### config.mk
export PLATFORM = sky130hd
export DESIGN_NAME = wall_lookup_arbiter
export DESIGN_NICKNAME = d
export VERILOG_FILES = /design/src/rtl/wall_pkg.sv /design/src/rtl/rr_arbiter.sv /design/src/rtl/wall_lookup_arbiter.sv
export SDC_FILE = /design/constraint.sdc
export NUM_CORES = 1
export LEC_CHECK = 0
export ABC_AREA = 1
export BUFFER_PORTS_ARGS = -buffer_cell sky130_fd_sc_hd__buf_2
export CAP_MARGIN = 10
export CELL_PAD_IN_SITES_DETAIL_PLACEMENT = 0
export CELL_PAD_IN_SITES_GLOBAL_PLACEMENT = 1
export CORE_ASPECT_RATIO = 1.75
export CORE_MARGIN = 3
export CORE_UTILIZATION = 32
export CTS_BUF_LIST = sky130_fd_sc_hd__clkbuf_16
export DETAILED_ROUTE_END_ITERATION = 16
export GPL_ROUTABILITY_DRIVEN = 0
export GPL_TIMING_DRIVEN = 0
export PLACE_DENSITY_LB_ADDON = 0.1
export SLEW_MARGIN = 20
export SYNTH_ARGS = -nofsm -noshare
export SYNTH_HDL_FRONTEND = slang
export SYNTH_SLANG_ARGS = --single-unit
export TNS_END_PERCENT = 20
### constraint.sdc
create_clock -name Clk -period 5.7 [get_ports Clk]
set_input_delay 0 -clock Clk [delete_from_list [all_inputs] [get_ports Clk]]
set_output_delay 0 -clock Clk [all_outputs]
set_load 0.1 [all_outputs]
### src/rtl/wall_pkg.sv
// Shared constants, FSM state type and ROM bit-select helper for the wall lookup arbiter.
package wall_pkg;

   localparam int unsigned ROWS  = 26;
   localparam int unsigned COLS  = 80;
   localparam int unsigned ROW_W = 5;
   localparam int unsigned COL_W = 7;

   typedef enum logic [1:0] {IDLE, LOOKUP, RESP} state_e;

   // Column 0 is the MSB (left screen edge); off-map columns read as wall.
   function automatic logic wall_bit(input logic [COLS-1:0] row_data,
                                     input logic [COL_W-1:0] col);
      logic [COL_W:0] idx;
      if (col >= COL_W'(COLS)) begin
         return 1'b1;
      end
      idx = (COL_W+1)'(COLS - 1) - {1'b0, col};
      return row_data[idx[COL_W-1:0]];
   endfunction

endpackage

### src/rtl/rr_arbiter.sv
// Combinational round-robin picker: first set request at or above ptr, wrapping.
module rr_arbiter #(
   parameter  int unsigned N  = 5,
   localparam int unsigned IW = (N > 1) ? $clog2(N) : 1
) (
   input  logic [N-1:0]  req,
   input  logic [IW-1:0] ptr,
   output logic          grant_valid,
   output logic [IW-1:0] grant_idx
);

   logic [2*N-1:0] rotated;
   logic [IW:0]    sum;

   always_comb begin
      grant_valid = 1'b0;
      grant_idx   = '0;
      sum         = '0;
      rotated     = {req, req} >> ptr;
      for (int unsigned k = 0; k < N; k++) begin
         if (!grant_valid && rotated[k]) begin
            grant_valid = 1'b1;
            sum = {1'b0, ptr} + (IW+1)'(k);
            if (sum >= (IW+1)'(N)) begin
               sum = sum - (IW+1)'(N);
            end
            grant_idx = sum[IW-1:0];
         end
      end
   end

endmodule

### src/rtl/wall_lookup_arbiter.sv
// Round-robin sharing of the wall-map ROM read port; one lookup per three cycles.
module wall_lookup_arbiter
   import wall_pkg::*;
#(
   parameter  int unsigned N_REQ = 5,
   localparam int unsigned IW    = (N_REQ > 1) ? $clog2(N_REQ) : 1
) (
   input  logic                   Clk,
   input  logic                   Reset_n,
   input  logic [N_REQ-1:0]       req,
   input  logic [N_REQ*ROW_W-1:0] req_row,
   input  logic [N_REQ*COL_W-1:0] req_col,
   output logic [N_REQ-1:0]       resp_valid,
   output logic                   resp_hit,
   output logic                   busy,
   output logic [ROW_W-1:0]       rom_addr,
   input  logic [COLS-1:0]        rom_data
);

   state_e             state_q, state_d;
   logic [IW-1:0]      rr_ptr_q, rr_ptr_d;
   logic [IW-1:0]      grant_q, grant_d;
   logic [ROW_W-1:0]   addr_q, addr_d;
   logic [COL_W-1:0]   col_q, col_d;
   logic [N_REQ-1:0]   resp_valid_q, resp_valid_d;
   logic               resp_hit_q, resp_hit_d;
   logic               arb_valid;
   logic [IW-1:0]      arb_idx;

   rr_arbiter #(
      .N (N_REQ)
   ) u_rr_arbiter (
      .req         (req),
      .ptr         (rr_ptr_q),
      .grant_valid (arb_valid),
      .grant_idx   (arb_idx)
   );

   always_comb begin
      state_d      = state_q;
      rr_ptr_d     = rr_ptr_q;
      grant_d      = grant_q;
      addr_d       = addr_q;
      col_d        = col_q;
      resp_valid_d = '0;
      resp_hit_d   = 1'b0;
      unique case (state_q)
         IDLE: begin
            if (arb_valid) begin
               grant_d = arb_idx;
               addr_d  = req_row[arb_idx * ROW_W +: ROW_W];
               col_d   = req_col[arb_idx * COL_W +: COL_W];
               state_d = LOOKUP;
            end
         end
         LOOKUP: begin
            // Off-map coordinates count as wall; ROM output is ignored for them.
            if (addr_q >= ROW_W'(ROWS) || col_q >= COL_W'(COLS)) begin
               resp_hit_d = 1'b1;
            end else begin
               resp_hit_d = wall_bit(rom_data, col_q);
            end
            for (int unsigned i = 0; i < N_REQ; i++) begin
               resp_valid_d[i] = (grant_q == IW'(i));
            end
            state_d = RESP;
         end
         RESP: begin
            rr_ptr_d = (grant_q == IW'(N_REQ - 1)) ? '0 : grant_q + 1'b1;
            state_d  = IDLE;
         end
         default: state_d = IDLE;
      endcase
   end

   always_ff @(posedge Clk) begin
      if (!Reset_n) begin
         state_q      <= IDLE;
         rr_ptr_q     <= '0;
         grant_q      <= '0;
         addr_q       <= '0;
         col_q        <= '0;
         resp_valid_q <= '0;
         resp_hit_q   <= 1'b0;
      end else begin
         state_q      <= state_d;
         rr_ptr_q     <= rr_ptr_d;
         grant_q      <= grant_d;
         addr_q       <= addr_d;
         col_q        <= col_d;
         resp_valid_q <= resp_valid_d;
         resp_hit_q   <= resp_hit_d;
      end
   end

   assign resp_valid = resp_valid_q;
   assign resp_hit   = resp_hit_q;
   assign rom_addr   = addr_q;
   assign busy       = (state_q != IDLE);

endmodule
# == After elaboration in Yosys (flattened, before gate mapping) ==
# Index checks and enable logic that the tools add are counted.
# Widths: inputs -> output; s select.
# word_totals
reg_bits,26
latch_bits,0
mem_bits_rw,0
rom_bits,0
elab_cells,78
n_memories,0
# op_classes
add_sub_neg,11
mul,2
n_div,0
order_cmp,8
eq_ne,7
shifts,3
mux,26
n_bitwise,0
reduce_logical,14
# ops
operator,n
$shiftx 35x7->7,1
$mux 3,11
$shiftx 25x7->5,1
$ge 4x3->1 const B,4
$sub 3x3->3 const B,5
$mul 3x3->6 const B,2
$mux 1,12
$shr 10x3->5,1
$add 3x2->4 const B,2
$lt 7x8->1 const B,1
$bmux 1 s7,1
$ge 7x7->1 const B,1
$sub 7x7->7 const A,1
$eq 3x2->1 const B,2
$ge 5x5->1 const B,1
$add 3x1->4 const B,1
$add 3x3->4 const B,1
$logic_and 1x1->1,4
$logic_not 1->1,4
$pmux 2 s2,1
$reduce_and 2->1,2
$add 3x1->3 const B,1
$eq 3x1->1 const B,1
$eq 3x3->1 const B,1
other kinds (9),9

# == Logic depth before layout (Yosys ltp) ==
# depth
depth_word,16
ltp_mapped,19
depth_no_buf,19

# == Hierarchy ==
# A second synthesis with hierarchy kept.
# unflattened
hier_cells,563
area_unflattened_um2,3213.1
# modules_own_cells
mod,instances,cells_per_inst,area_per_inst_um2
wall_lookup_arbiter,1,430,2408.6
rr_arbiter,1,133,804.5

# == Worst setup path before layout ==
# No wires, ideal clock.
# synth_timing
path_kind,register -> register
from,register rr_ptr_q[0]
to,register col_q[0]
t_arrival_ps,2433
required_ps,5641
slack_ps,3208
stages_incl_launch_ff,18
n_path_buf,0
period_less_slack_ps,2492
path_cell_list,dfxtp_1 inv_2 ha_1 inv_1 fa_1 nor2_1 nor2_1 a21oi_1 nand2_1 nand3_1 nand2_1 nand2_1 inv_1 nor2_4 nand2_2 nor3b_4 nand2_1 nand2_1
# synth_between
elab_chain_cells,16
word_cells_on_any_way,41
cone_classes,add/sub: 9; mul: 1; order compare: 5; shift: 2; mux: 15; reduce/logical: 9
# synth_rtl
item,line_no,text
start: declaration,wall_lookup_arbiter.sv:21,"logic [IW-1:0] rr_ptr_q, rr_ptr_d;"
start signal: assignment,wall_lookup_arbiter.sv:87,rr_ptr_q <= rr_ptr_d;
"parallel branches: the longest is 16 deep, another holds $mul 3x3->6",-,
end signal: assignment,wall_lookup_arbiter.sv:90,col_q <= col_d;
end: declaration,wall_lookup_arbiter.sv:24,"logic [COL_W-1:0] col_q, col_d;"
# Parallel ways; which one is timed is not known.
# A chain may end at the register's enable or synchronous reset.

# == Worst setup path in the final report ==
# layout_timing
from,register rr_ptr_q[0]
to,register col_q[3]
# Same word-level chain as after synthesis.

==> insert_results.sql <==
INSERT INTO impl_metrics (metric_group, metric, value, unit) VALUES
('critical_path', 'start_kind', 'flip-flop', ''),
('power_and_ir_drop', 'combPwrFrac', '64.9', '%'),
('clock_tree', 'buffer_levels_on_the_longest_clock_path', '2', ''),
('timing', 'shortest_clock_period_the_worst_path_allows_after_layout', '2.93', 'ns'),
('critical_path', 'regToRegSetupSlack', '2.77', 'ns'),
('clock_tree', 'cts_inserted_buffers', '3', ''),
('yosys', 'synth_top_flop_cell', 'sky130_fd_sc_hd__dfxtp_1', ''),
('yosys', 'asyncSetResetFlopFracSynth', '0', '%'),
('layout', 'final_cell_count_no_fill', '816', ''),
('clock_tree', 'cts_tree', 'done', ''),
('critical_path', 'worst_reg2reg_startpoint', 'rr_ptr_q[0]', ''),
('critical_path', 'worst_r2r_path_depth', '17', ''),
('placement', 'preCtsSetupSlack', '2.73', 'ns'),
('timing', 'timing.clock.skew', '0.00253', 'ns'),
('layout', 'antenna_cells_inserted', '0', ''),
('grt', 'global_route.usage.total', '21.9', '%'),
('clock_tree', 'clock-root-buffer', 'sky130_fd_sc_hd__clkbuf_16', ''),
('clock_tree', 'ctsResizeCount', '0', ''),
('power_and_ir_drop', 'powerDensity', '301', 'nW/um2'),
('run_status', 'status', 'finished, final reports clean', ''),
('power_and_ir_drop', 'power.share.sequential', '18.7', '%'),
('min_path', 'holdPathEnd', 'rom_addr[0]', ''),
('placement', 'detailedPlacementHpwl', '10500', 'um'),
('clock_tree', 'postCtsSetupBuffers', '0', ''),
('critical_path', 'timing.critical_path.required', '5.91', 'ns'),
('critical_path', 'path_max_fanout', '10', ''),
('drt', 'detail_route.first_pass.iterations', '5', ''),
('yosys', 'main_combinational_cell_family_by_area_after_synthesis', 'simple AND/OR/NAND/NOR gates', ''),
('layout', 'layout.cells.most_common_list', 'sky130_fd_sc_hd__buf_2 (164), sky130_fd_sc_hd__nand2_1 (134), sky130_fd_sc_hd__nand3_1 (94), sky130_fd_sc_hd__nor2_1 (68), sky130_fd_sc_hd__o21ai_0 (52)', ''),
('critical_path', 'worstSetupPathType', 'flip-flop to flip-flop', ''),
('yosys', 'synthAdderAreaFrac', '6.76', '%'),
('layout', 'drive_above_1_share', '27.9', '%'),
('min_path', 'hold_depth', '3', ''),
('power_and_ir_drop', 'total_switching_power', '0.000635', 'W'),
('yosys', 'syn-num-nets', '690', ''),
('die', 'effective_utilization_at_floorplan', '33.4', '%'),
('yosys', 'synth-compound-area-share', '19.5', '%'),
('placement', 'placedCellCount', '805', ''),
('clock_tree', 'clkTransAtPathRegs', '0.07', 'ns'),
('power_and_ir_drop', 'irDropWorstVdd', '180', 'uV'),
('yosys', 'ys.warnings.count', '0', ''),
('layout', 'mostFrequentLayoutCell', 'sky130_fd_sc_hd__buf_2', ''),
('drt', 'via_count', '4157', ''),
('timing', 'final.period_utilization', '51.5', '%'),
('critical_path', 'setup.worst_path.end_class', 'flip-flop', ''),
('power_and_ir_drop', 'total_power', '0.00126', 'W'),
('yosys', 'post_synth_and_or_nand_nor_area_fraction', '45.7', '%'),
('yosys', 'synth-seq-area-share', '16.9', '%'),
('drt', 'avgRoutedWirePerCell', '15.2', 'um'),
('drt', 'postRouteWirelength', '12400', 'um'),
('die', 'core', '9210', 'um2'),
('power_and_ir_drop', 'power.leakage', '2.16', 'nW'),
('clock_tree', 'cts.hold.buffers_added', '7', ''),
('run', 'max_cap_violations', '0', ''),
('placement', 'port_buffers', '158', ''),
('yosys', 'ys_seq_elements', '26', ''),
('timing', 'finalHoldViolCount', '0', ''),
('yosys', 'number_of_distinct_library_cells_after_synthesis', '39', ''),
('die', 'design.portCount', '159', ''),
('yosys', 'mappedNetlistArea', '3070', 'um2'),
('grt', 'grt_remaining_overflow', '0', ''),
('min_path', 'hold_path_class', 'input pin to flip-flop', ''),
('drt', 'vias_per_cell', '5.09', ''),
('timing', 'relSlewSlack', '65.9', '%'),
('grt', 'number_of_global_route_vias_before_repair', '4097', ''),
('grt', 'grt_pass1_wl', '19000', 'um'),
('timing', 'final_max_slew_viol_count', '0', ''),
('yosys', 'post_synth_edffs', '0', ''),
('timing', 'worst_pin_slew', '0.512', 'ns'),
('yosys', 'synthXorXnorAreaFrac', '1.99', '%'),
('drt', 'drt_iter0_markers', '186', '');
==> worst max-delay path, stage by stage (launching register included) <==
cell and delay [ns]:
sky130_fd_sc_hd__dfxtp_1 0.40, sky130_fd_sc_hd__inv_2 0.21, sky130_fd_sc_hd__ha_1 0.20, sky130_fd_sc_hd__inv_1 0.06, sky130_fd_sc_hd__fa_1 0.40, sky130_fd_sc_hd__nor2_1 0.15, sky130_fd_sc_hd__nor2_1 0.10, sky130_fd_sc_hd__a21oi_1 0.15
sky130_fd_sc_hd__nand2_1 0.07, sky130_fd_sc_hd__nand3_1 0.08, sky130_fd_sc_hd__nand2_1 0.05, sky130_fd_sc_hd__nand2_1 0.09, sky130_fd_sc_hd__inv_1 0.07, sky130_fd_sc_hd__nor2_4 0.24, sky130_fd_sc_hd__nand2_2 0.10, sky130_fd_sc_hd__nor3b_4 0.34
sky130_fd_sc_hd__nand2_1 0.09, sky130_fd_sc_hd__nand2_1 0.08
==> cells by family (layout without fill, tap and decap cells) <==
group | Yosys count | count (layout)
AOI/OAI and AO/OA | 102 | 102
and+or+nand+nor | 316 | 316
xor gates and xnor gates | 7 | 7
adders and majority gates | 16 | 16
buffers and inverters | 60 | 229
DFF | 26 | 26
==> power by group through the flow <==
stage	clock, W	sequential, W	combinational (W)
6_report	0.000207	0.000235	0.000819
5_1_grt	0.000218	0.000240	0.000911
4_1_cts	0.000210	0.000236	0.000824
3_5_place_dp	0	0.000240	0.000816
3_3_place_gp	0	0.000239	0.000811
2_1_floorplan	0	0.000319	0.000510
==> synth_stat cells (2+ instances only) <==
cell / n / area (um2)
sky130_fd_sc_hd__ha_1: 15 / 188
sky130_fd_sc_hd__clkbuf_1: 16 / 60.1
sky130_fd_sc_hd__a21oi_1: 14 / 70.1
sky130_fd_sc_hd__buf_4: 2 / 15.0
sky130_fd_sc_hd__a22oi_1: 3 / 22.5
sky130_fd_sc_hd__dfxtp_1: 26 / 521
sky130_fd_sc_hd__o211ai_1: 5 / 37.5
sky130_fd_sc_hd__nand3_2: 3 / 30.0
sky130_fd_sc_hd__buf_2: 6 / 30.0
sky130_fd_sc_hd__xnor2_1: 3 / 26.3
sky130_fd_sc_hd__o221ai_1: 8 / 70.1
sky130_fd_sc_hd__nand3_1: 94 / 470
sky130_fd_sc_hd__a21oi_2: 2 / 17.5
sky130_fd_sc_hd__o22ai_1: 13 / 81.3
sky130_fd_sc_hd__xor2_1: 4 / 35.0
sky130_fd_sc_hd__inv_1: 27 / 101
sky130_fd_sc_hd__buf_6: 5 / 56.3
sky130_fd_sc_hd__o21ai_0: 52 / 260
sky130_fd_sc_hd__nand2_2: 6 / 37.5
sky130_fd_sc_hd__nand4_1: 3 / 18.8
sky130_fd_sc_hd__nand2_1: 134 / 503
sky130_fd_sc_hd__nor2_1: 68 / 255
sky130_fd_sc_hd__nor2_4: 2 / 22.5
==> layout make-up <==
class	count	area [um2]
Fill cell	1033	5020
Buffer	30	165
Clock inverter	1	30.0
Clock buffer	3	75.1
Sequential cell	26	520
Tap cell	120	150
Multi-Input combinational cell	441	2270
Inverter	30	114
Timing Repair Buffer	165	861
==> per-stage QoR <==
step,hold WS [ns],cell area (um2)
6_report,0.0312,4190
5_1_grt,0.0470,4190
4_1_cts,0.0324,4190
3_5_place_dp,0.206,4020
3_3_place_gp,0.198,4020
2_1_floorplan,0.110,3070
==> worst max-delay path by stage <==
stage	to	slack (ns)	cells after the start
after floorplan	col_q[0]	3.21	17
final	col_q[3]	2.77	17
after global placement	col_q[1]	2.77	18
after detailed placement	col_q[3]	2.73	18
after CTS	col_q[3]	2.70	18
after global routing	col_q[0]	2.42	18
==> registers in the layout (all words and copies together), names as in the netlist <==
name	count
grant_q	3
resp_valid	5
rom_addr	5
rr_ptr_q	3
col_q	7
resp_hit	1
state_q	2
==> per-layer routing <==
layer | up-vias | track usage, % | part of all wire, %
li1 | 2125 | - | -
met1 | 1886 | 20.2 | 34
met3 | 22 | 2.53 | 4.7
met2 | 124 | 46.4 | 58
met4 | 0 | 7.33 | 2.7
met5 | - | 0 | 0
Note: power is estimated with default switching activity, not from simulation.
